File: config.mk
export PLATFORM = sky130hd
export DESIGN_NAME = snespad_multi
export DESIGN_NICKNAME = d
export VERILOG_FILES = /design/src/rtl/snespad_multi.sv
export SDC_FILE = /design/constraint.sdc
export NUM_CORES = 1
export LEC_CHECK = 0
export CAP_MARGIN = 20
export CORE_MARGIN = 2
export CORE_UTILIZATION = 49
export DETAILED_ROUTE_END_ITERATION = 8
export GPL_ROUTABILITY_DRIVEN = 0
export PLACE_DENSITY = 0.83
export SETUP_SLACK_MARGIN = 0.4
export SYNTH_ARGS = -nofsm -noshare
export SYNTH_HDL_FRONTEND = slang
export SYNTH_SLANG_ARGS = --single-unit
File: constraint.sdc
create_clock -name clk -period 1.8 [get_ports clk]
set_input_delay 0.27 -clock clk [delete_from_list [all_inputs] [get_ports clk]]
set_output_delay 0.27 -clock clk [all_outputs]
set_load 0.01 [all_outputs]
File: src/rtl/snespad_multi.sv
// snespad_multi -- SNES-protocol reader for NUM_PADS controllers that share one
// latch/clock pair. Each pad has its own serial data pin. Bits are captured into
// shadow registers and published atomically on a one-cycle valid strobe.
//
// Optional feature macro: SNESPAD_EDGE_EN (adds the `pressed` rising-edge port).
//
// Ports:
//   clk            in   system clock
//   rst            in   synchronous active-high reset
//   new_frame      in   start request, honoured only while idle
//   pad_clock_pin  out  shared pad clock (idle high)
//   pad_latch_pin  out  shared pad latch (idle low)
//   pad_data_pin   in   per-pad serial data, active low
//   buttons        out  pad p bit k at index p*NUM_BITS+k, active high
//   valid          out  one-cycle strobe when buttons updates
//   busy           out  high from frame start through the valid cycle
//   pressed        out  new & ~old buttons at each publish (SNESPAD_EDGE_EN only)
module snespad_multi #(
    parameter int NUM_PADS    = 2,
    parameter int NUM_BITS    = 16,
    parameter int DIV         = 1000,
    parameter int LATCH_TICKS = 2
) (
    input  logic                         clk,
    input  logic                         rst,
    input  logic                         new_frame,
    output logic                         pad_clock_pin,
    output logic                         pad_latch_pin,
    input  logic [NUM_PADS-1:0]          pad_data_pin,
    output logic [NUM_PADS*NUM_BITS-1:0] buttons,
    output logic                         valid,
    output logic                         busy
`ifdef SNESPAD_EDGE_EN
    ,
    output logic [NUM_PADS*NUM_BITS-1:0] pressed
`endif
);

    localparam int W   = NUM_PADS * NUM_BITS;
    localparam int PW  = $clog2(DIV);
    localparam int LTW = $clog2(LATCH_TICKS + 1);
    localparam int BW  = $clog2(NUM_BITS + 1);

    localparam logic [PW-1:0]  PHASE_LAST = PW'(DIV - 1);
    localparam logic [LTW-1:0] LT_LAST    = LTW'(LATCH_TICKS - 1);
    localparam logic [BW-1:0]  BIT_ALL    = BW'(NUM_BITS);

    typedef enum logic [2:0] {
        S_IDLE   = 3'd0,
        S_LATCH  = 3'd1,
        S_SETTLE = 3'd2,
        S_LOW    = 3'd3,
        S_HIGH   = 3'd4,
        S_DONE   = 3'd5
    } state_t;

    state_t         state_q, state_d;
    logic [PW-1:0]  phase_q, phase_d;
    logic [LTW-1:0] lt_q,    lt_d;
    logic [BW-1:0]  bit_q,   bit_d;
    logic           sample_s;
    logic           phase_last_s;

    logic [W-1:0]   shadow_q, shadow_d;
    logic [W-1:0]   buttons_q;
    logic           clock_q, latch_q, valid_q, busy_q;

    assign phase_last_s = (phase_q == PHASE_LAST);

    // Next-state logic: phase/latch/bit counters and the sample strobe.
    always_comb begin
        state_d  = state_q;
        phase_d  = phase_q;
        lt_d     = lt_q;
        bit_d    = bit_q;
        sample_s = 1'b0;
        case (state_q)
            S_IDLE: begin
                if (new_frame) begin
                    state_d = S_LATCH;
                    phase_d = '0;
                    lt_d    = '0;
                    bit_d   = '0;
                end else begin
                    state_d = S_IDLE;
                end
            end
            S_LATCH: begin
                if (phase_last_s) begin
                    phase_d = '0;
                    if (lt_q == LT_LAST) begin
                        state_d = S_SETTLE;
                        lt_d    = '0;
                    end else begin
                        lt_d = lt_q + LTW'(1);
                    end
                end else begin
                    phase_d = phase_q + PW'(1);
                end
            end
            S_SETTLE: begin
                // Bit 0 is already on the data pins once the latch drops.
                if (phase_last_s) begin
                    phase_d  = '0;
                    sample_s = 1'b1;
                    bit_d    = bit_q + BW'(1);
                    state_d  = S_LOW;
                end else begin
                    phase_d = phase_q + PW'(1);
                end
            end
            S_LOW: begin
                if (phase_last_s) begin
                    phase_d = '0;
                    state_d = S_HIGH;
                end else begin
                    phase_d = phase_q + PW'(1);
                end
            end
            S_HIGH: begin
                // Pads shifted on the rising edge; take the new bit just
                // before the next falling edge.
                if (phase_last_s) begin
                    phase_d = '0;
                    if (bit_q < BIT_ALL) begin
                        sample_s = 1'b1;
                        bit_d    = bit_q + BW'(1);
                        state_d  = S_LOW;
                    end else begin
                        state_d = S_DONE;
                    end
                end else begin
                    phase_d = phase_q + PW'(1);
                end
            end
            S_DONE: begin
                state_d = S_IDLE;
            end
            default: begin
                state_d = S_IDLE;
            end
        endcase
    end

    // Shadow shift: newest sample enters at the top so bit 0 ends at index 0.
    always_comb begin
        shadow_d = shadow_q;
        if (sample_s) begin
            for (int p = 0; p < NUM_PADS; p++) begin
                for (int k = 0; k < NUM_BITS - 1; k++) begin
                    shadow_d[p*NUM_BITS + k] = shadow_q[p*NUM_BITS + k + 1];
                end
                shadow_d[p*NUM_BITS + NUM_BITS - 1] = ~pad_data_pin[p];
            end
        end else begin
            shadow_d = shadow_q;
        end
    end

    // State and counter registers.
    always_ff @(posedge clk) begin
        if (rst) begin
            state_q <= S_IDLE;
            phase_q <= '0;
            lt_q    <= '0;
            bit_q   <= '0;
        end else begin
            state_q <= state_d;
            phase_q <= phase_d;
            lt_q    <= lt_d;
            bit_q   <= bit_d;
        end
    end

    // Registered outputs, decoded from the next state so pins track it glitch-free.
    always_ff @(posedge clk) begin
        if (rst) begin
            clock_q   <= 1'b1;
            latch_q   <= 1'b0;
            valid_q   <= 1'b0;
            busy_q    <= 1'b0;
            shadow_q  <= '0;
            buttons_q <= '0;
        end else begin
            clock_q  <= (state_d != S_LOW);
            latch_q  <= (state_d == S_LATCH);
            valid_q  <= (state_d == S_DONE);
            busy_q   <= (state_d != S_IDLE);
            shadow_q <= shadow_d;
            if (state_d == S_DONE) begin
                buttons_q <= shadow_q;
            end else begin
                buttons_q <= buttons_q;
            end
        end
    end

`ifdef SNESPAD_EDGE_EN
    logic [W-1:0] pressed_q;

    // Rising-edge flags, refreshed together with buttons.
    always_ff @(posedge clk) begin
        if (rst) begin
            pressed_q <= '0;
        end else if (state_d == S_DONE) begin
            pressed_q <= shadow_q & ~buttons_q;
        end else begin
            pressed_q <= pressed_q;
        end
    end

    assign pressed = pressed_q;
`endif

    assign pad_clock_pin = clock_q;
    assign pad_latch_pin = latch_q;
    assign buttons       = buttons_q;
    assign valid         = valid_q;
    assign busy          = busy_q;

endmodule

==> results.md <==
- Clock tree synthesis found a total of 88 sinks.
- After detailed routing, the total wire length is around 11000 µm.
- The number of global-route vias before repair is 2857.
- The kind of launch point of the worst setup path is a flop.
- The clock latency of the later-clocked register in the worst-skew pair is around 0.36 ns.
- The top-level port count is 41.
- Subtracting the final worst setup slack from the clock period gives roughly 1.8 ns.
- The largest total area in the synthesized netlist belongs to sky130_fd_sc_hd__dfxtp_1.
- The total number of placement rows is 30.
- The most common library cell in the layout ignoring fill and taps is sky130_fd_sc_hd__dfxtp_1.
- The worst relative slew slack is 0.3850.
- The total track usage is 0.2204.
- The final design area excluding fillers is 5219 µm².
- Leaving out fill and tap cells, the most frequent cells in the layout are sky130_fd_sc_hd__dfxtp_1, sky130_fd_sc_hd__nand2_1, sky130_fd_sc_hd__a21oi_1, sky130_fd_sc_hd__dlygate4sd2_1, sky130_fd_sc_hd__a21oi_2.
- The clock transition at the registers of the reported paths is 0.08 ns.
- The fraction of synthesized cell area taken by the top area cell type is 0.5250.
- TritonCTS built the clock tree.
- The total congestion overflow after global routing is 0.
- The wire length of the first global-routing pass is 13030 µm.
- The antenna diode count is 0.
- The synthesized instance count is 415.
- The initial cell density of the core is 0.4994.
- The share of the clock period used by the worst path is 0.9933.
- In this run the clock root is driven by a sky130_fd_sc_hd__clkbuf_8.
- The largest single stage delay on the critical path is 0.38 ns.
- The die covers 7526 µm².
- The largest net degree at the start of global routing is 72.
- After synthesis, the mean cell area works out to 8.086 µm².
- The leading register cell type out of synthesis is sky130_fd_sc_hd__dfxtp_1.
- Static timing analysis puts the maximum clock frequency at between 500 and 600 MHz.
- The number of failing setup endpoints in the final timing report is 0.
- Yosys mapped a number of flops with a built-in enable equal to 0.
- Across the run, the number of max-cap violations was 0.
- In this run the number of H-tree levels came out at 3.
- The kind of cell adding the most delay to the critical path is simple AND/OR/NAND/NOR gates.
- The initial antenna violation count is 0.
- At the worst endpoint, the arrival time is 2.05 ns.
- The measured slew at the worst slew-check pin is 0.9225 ns.
- The overall die height is about 87 µm.
- The buffers plus inverters on the worst setup path is 2.
- The utilization after layout is 0.7767.
- The final layout net count is around 500.
- The total power divided by cell area is 647.1 nW/µm².
- The post-synthesis net count is 422.
- For this run, design rule violations remaining after detail routing come to 0.
- The proportion of synthesized chip area in sequential cells is 0.5250.
- The endpoint required time on the critical path is about 2 ns.
- The number of pins with negative max-slew slack in the final report is 0.
- Across all setup checks in the final design, the least slack found is 0.01201 ns.
- Yosys printed 0 warnings.
- The placement-stage cell area is 3916 µm².
- Setup repair after global routing could not meet its margin everywhere.
- The flow ran to the end, and the final reports show no timing, DRC or antenna violations.
- The capturing element type of the critical path is a flop.
- The worst-case clock buffer depth is 2.
- The count of TritonRoute iterations in the first routing pass is 5.
- The async set-or-reset flop fraction in the synthesized netlist is 0.
- The remaining antenna violation count after routing is 0.
- The total of flip-flops plus latches after synthesis is 88.
- On the final layout, the worst clock skew is approximately 0.015 ns.
- Synthesis instantiated 43 different standard cells from the library.
- For this design the static power due to leakage is 0.002037 µW.
- The final route contains 3437 vias.
- At the placement stage, the worst setup path has a slack of -0.1694 ns.
- Across the VDD grid, the largest voltage drop is 0.0004485 V.
- Walking the worst path, the cells encountered are buf_4 -> xor2_2 -> and3_4 -> buf_8 -> nand2_1 -> a21oi_1.
- The maximum fanout along the worst path is 10.
- Detailed placement ended at an HPWL of 4396 µm.
- The area growth from synthesis to layout is 55.52%.
- The number of hold violations in the final report is 0.
- The class of the tightest hold or removal check is primary input to flop.
- Input and output buffers added on the ports amount to 40.
- The die is 86.76 µm wide.
- In the post-synthesis netlist, the biggest area contributors are sky130_fd_sc_hd__dfxtp_1, sky130_fd_sc_hd__nand2_1, sky130_fd_sc_hd__a21oi_1.
- The synthesized area is about 3400 µm².
- The standard cell with the maximum stage delay on the critical path is sky130_fd_sc_hd__dfxtp_2.
- The DRC violation total after the first TritonRoute iteration is 205.
- The core region is between 6000 and 7000 µm².
- The fraction of final layout cells with drive strength greater than 1 is 0.4404.
- Setup total negative slack on the finished layout was measured at 0 ns.
- The critical path is of the flop to flop type.
- Using the TritonRoute via totals, the vias-per-cell ratio works out to 5.977.
- The routed length per placed instance is 19.61 µm.
- The post-cts hold buffer count is 0.
- Buffers inserted during clock tree synthesis total 9.
==> sequential cells by signal, summed over array words and instances, names as in the netlist <==
register	cells
buttons	32
shadow_q	32
phase_q	10
bit_q	5
state_q	3
lt_q	2
busy	1
pad_clock_pin	1
pad_latch_pin	1
valid	1
==> final timing paths <==
path / start / end / slack [ns] / cells after the start
hold / removal: rst / lt_q[1]$_SDFFE_PP0P_ / 0.15 / 2
setup / recovery: state_q[1]$_SDFF_PP0_ / shadow_q[0]$_SDFFE_PP0P_ / 0.01 / 6
setup reg to reg: state_q[1]$_SDFF_PP0_ / shadow_q[0]$_SDFFE_PP0P_ / 0.01 / 6
hold reg to reg: buttons[22]$_SDFFE_PP0N_ / buttons[22]$_SDFFE_PP0N_ / 0.46 / 2
==> worst reg2reg max path: stages (launching register included) <==
cell                      delay, ns
sky130_fd_sc_hd__dfxtp_2       0.38
sky130_fd_sc_hd__buf_4         0.14
sky130_fd_sc_hd__xor2_2        0.36
sky130_fd_sc_hd__and3_4        0.37
sky130_fd_sc_hd__buf_8         0.16
sky130_fd_sc_hd__nand2_1       0.07
sky130_fd_sc_hd__a21oi_1       0.21
==> cell usage after synthesis, types with 3 or more instances <==
library cell and n:
sky130_fd_sc_hd__and4_1 3, sky130_fd_sc_hd__xor2_1 5, sky130_fd_sc_hd__nor3_1 5, sky130_fd_sc_hd__buf_4 4
sky130_fd_sc_hd__and3_1 3, sky130_fd_sc_hd__dfxtp_1 88, sky130_fd_sc_hd__nand2b_1 3, sky130_fd_sc_hd__o21ai_0 9
sky130_fd_sc_hd__clkbuf_1 15, sky130_fd_sc_hd__buf_2 5, sky130_fd_sc_hd__nor2_1 21, sky130_fd_sc_hd__a21oi_1 73
sky130_fd_sc_hd__nand2_1 130, sky130_fd_sc_hd__inv_1 4, sky130_fd_sc_hd__nand3_1 8, sky130_fd_sc_hd__or3_1 5
==> where the power goes <==
part | total, µW | switching [µW] | internal, µW | leakage, µW
Clock | 1270 | 694 | 572 | 0.0000817
Sequential | 1960 | 13.6 | 1950 | 0.000717
Combinational | 148 | 87.5 | 60.3 | 0.00124
Total | 3380 | 795 | 2580 | 0.00204
==> layer usage <==
metal,GRT usage,share of wire,wire length (µm)
met1,0.2614,0.38,4253
met2,0.3748,0.52,5901
met3,0.04286,0.059,669
met4,0.1193,0.040,448
met5,0,0,0
==> area by class of cell <==
type / instances / area (µm²)
Sequential cell: 88 / 1785
Multi-Input combinational cell: 298 / 2171
Inverter: 4 / 15.01
Clock inverter: 2 / 15.01
Timing Repair Buffer: 90 / 973.4
Fill cell: 366 / 1500
Tap cell: 80 / 100.1
Clock buffer: 13 / 158.9
==> per-stage QoR <==
stage / cells / total power, µW / hold slack (ns)
5_1_grt: 575 / 3467 / 0.1439
2_1_floorplan: 415 / 2073 / 0.3656
3_3_place_gp: 527 / 2106 / 0.4381
4_1_cts: 557 / 3301 / 0.1328
6_report: 575 / 3377 / 0.1490
3_5_place_dp: 527 / 2107 / 0.4439
==> logic make-up after synthesis <==
logic type	after synthesis	synth area share
muxes	1	0.002983
and+or+nand+nor	192	0.2491
AOI/OAI and AO/OA	96	0.1562
DFF	88	0.5250
buffers and inverters	29	0.04101
xor gates and xnor gates	7	0.01827
adders and majority gates	2	0.007456
==> what timing repair did <==
| action | CTS | global route |
|---|---|---|
| resized for setup | 98 | 161 |
| buffers inserted | 10 | 11 |
| setup endpoints to repair | 122 | 88 |
| pin swaps | 39 | 70 |
| cloned | 5 | 7 |
Note: power is estimated with default switching activity, not from simulation.
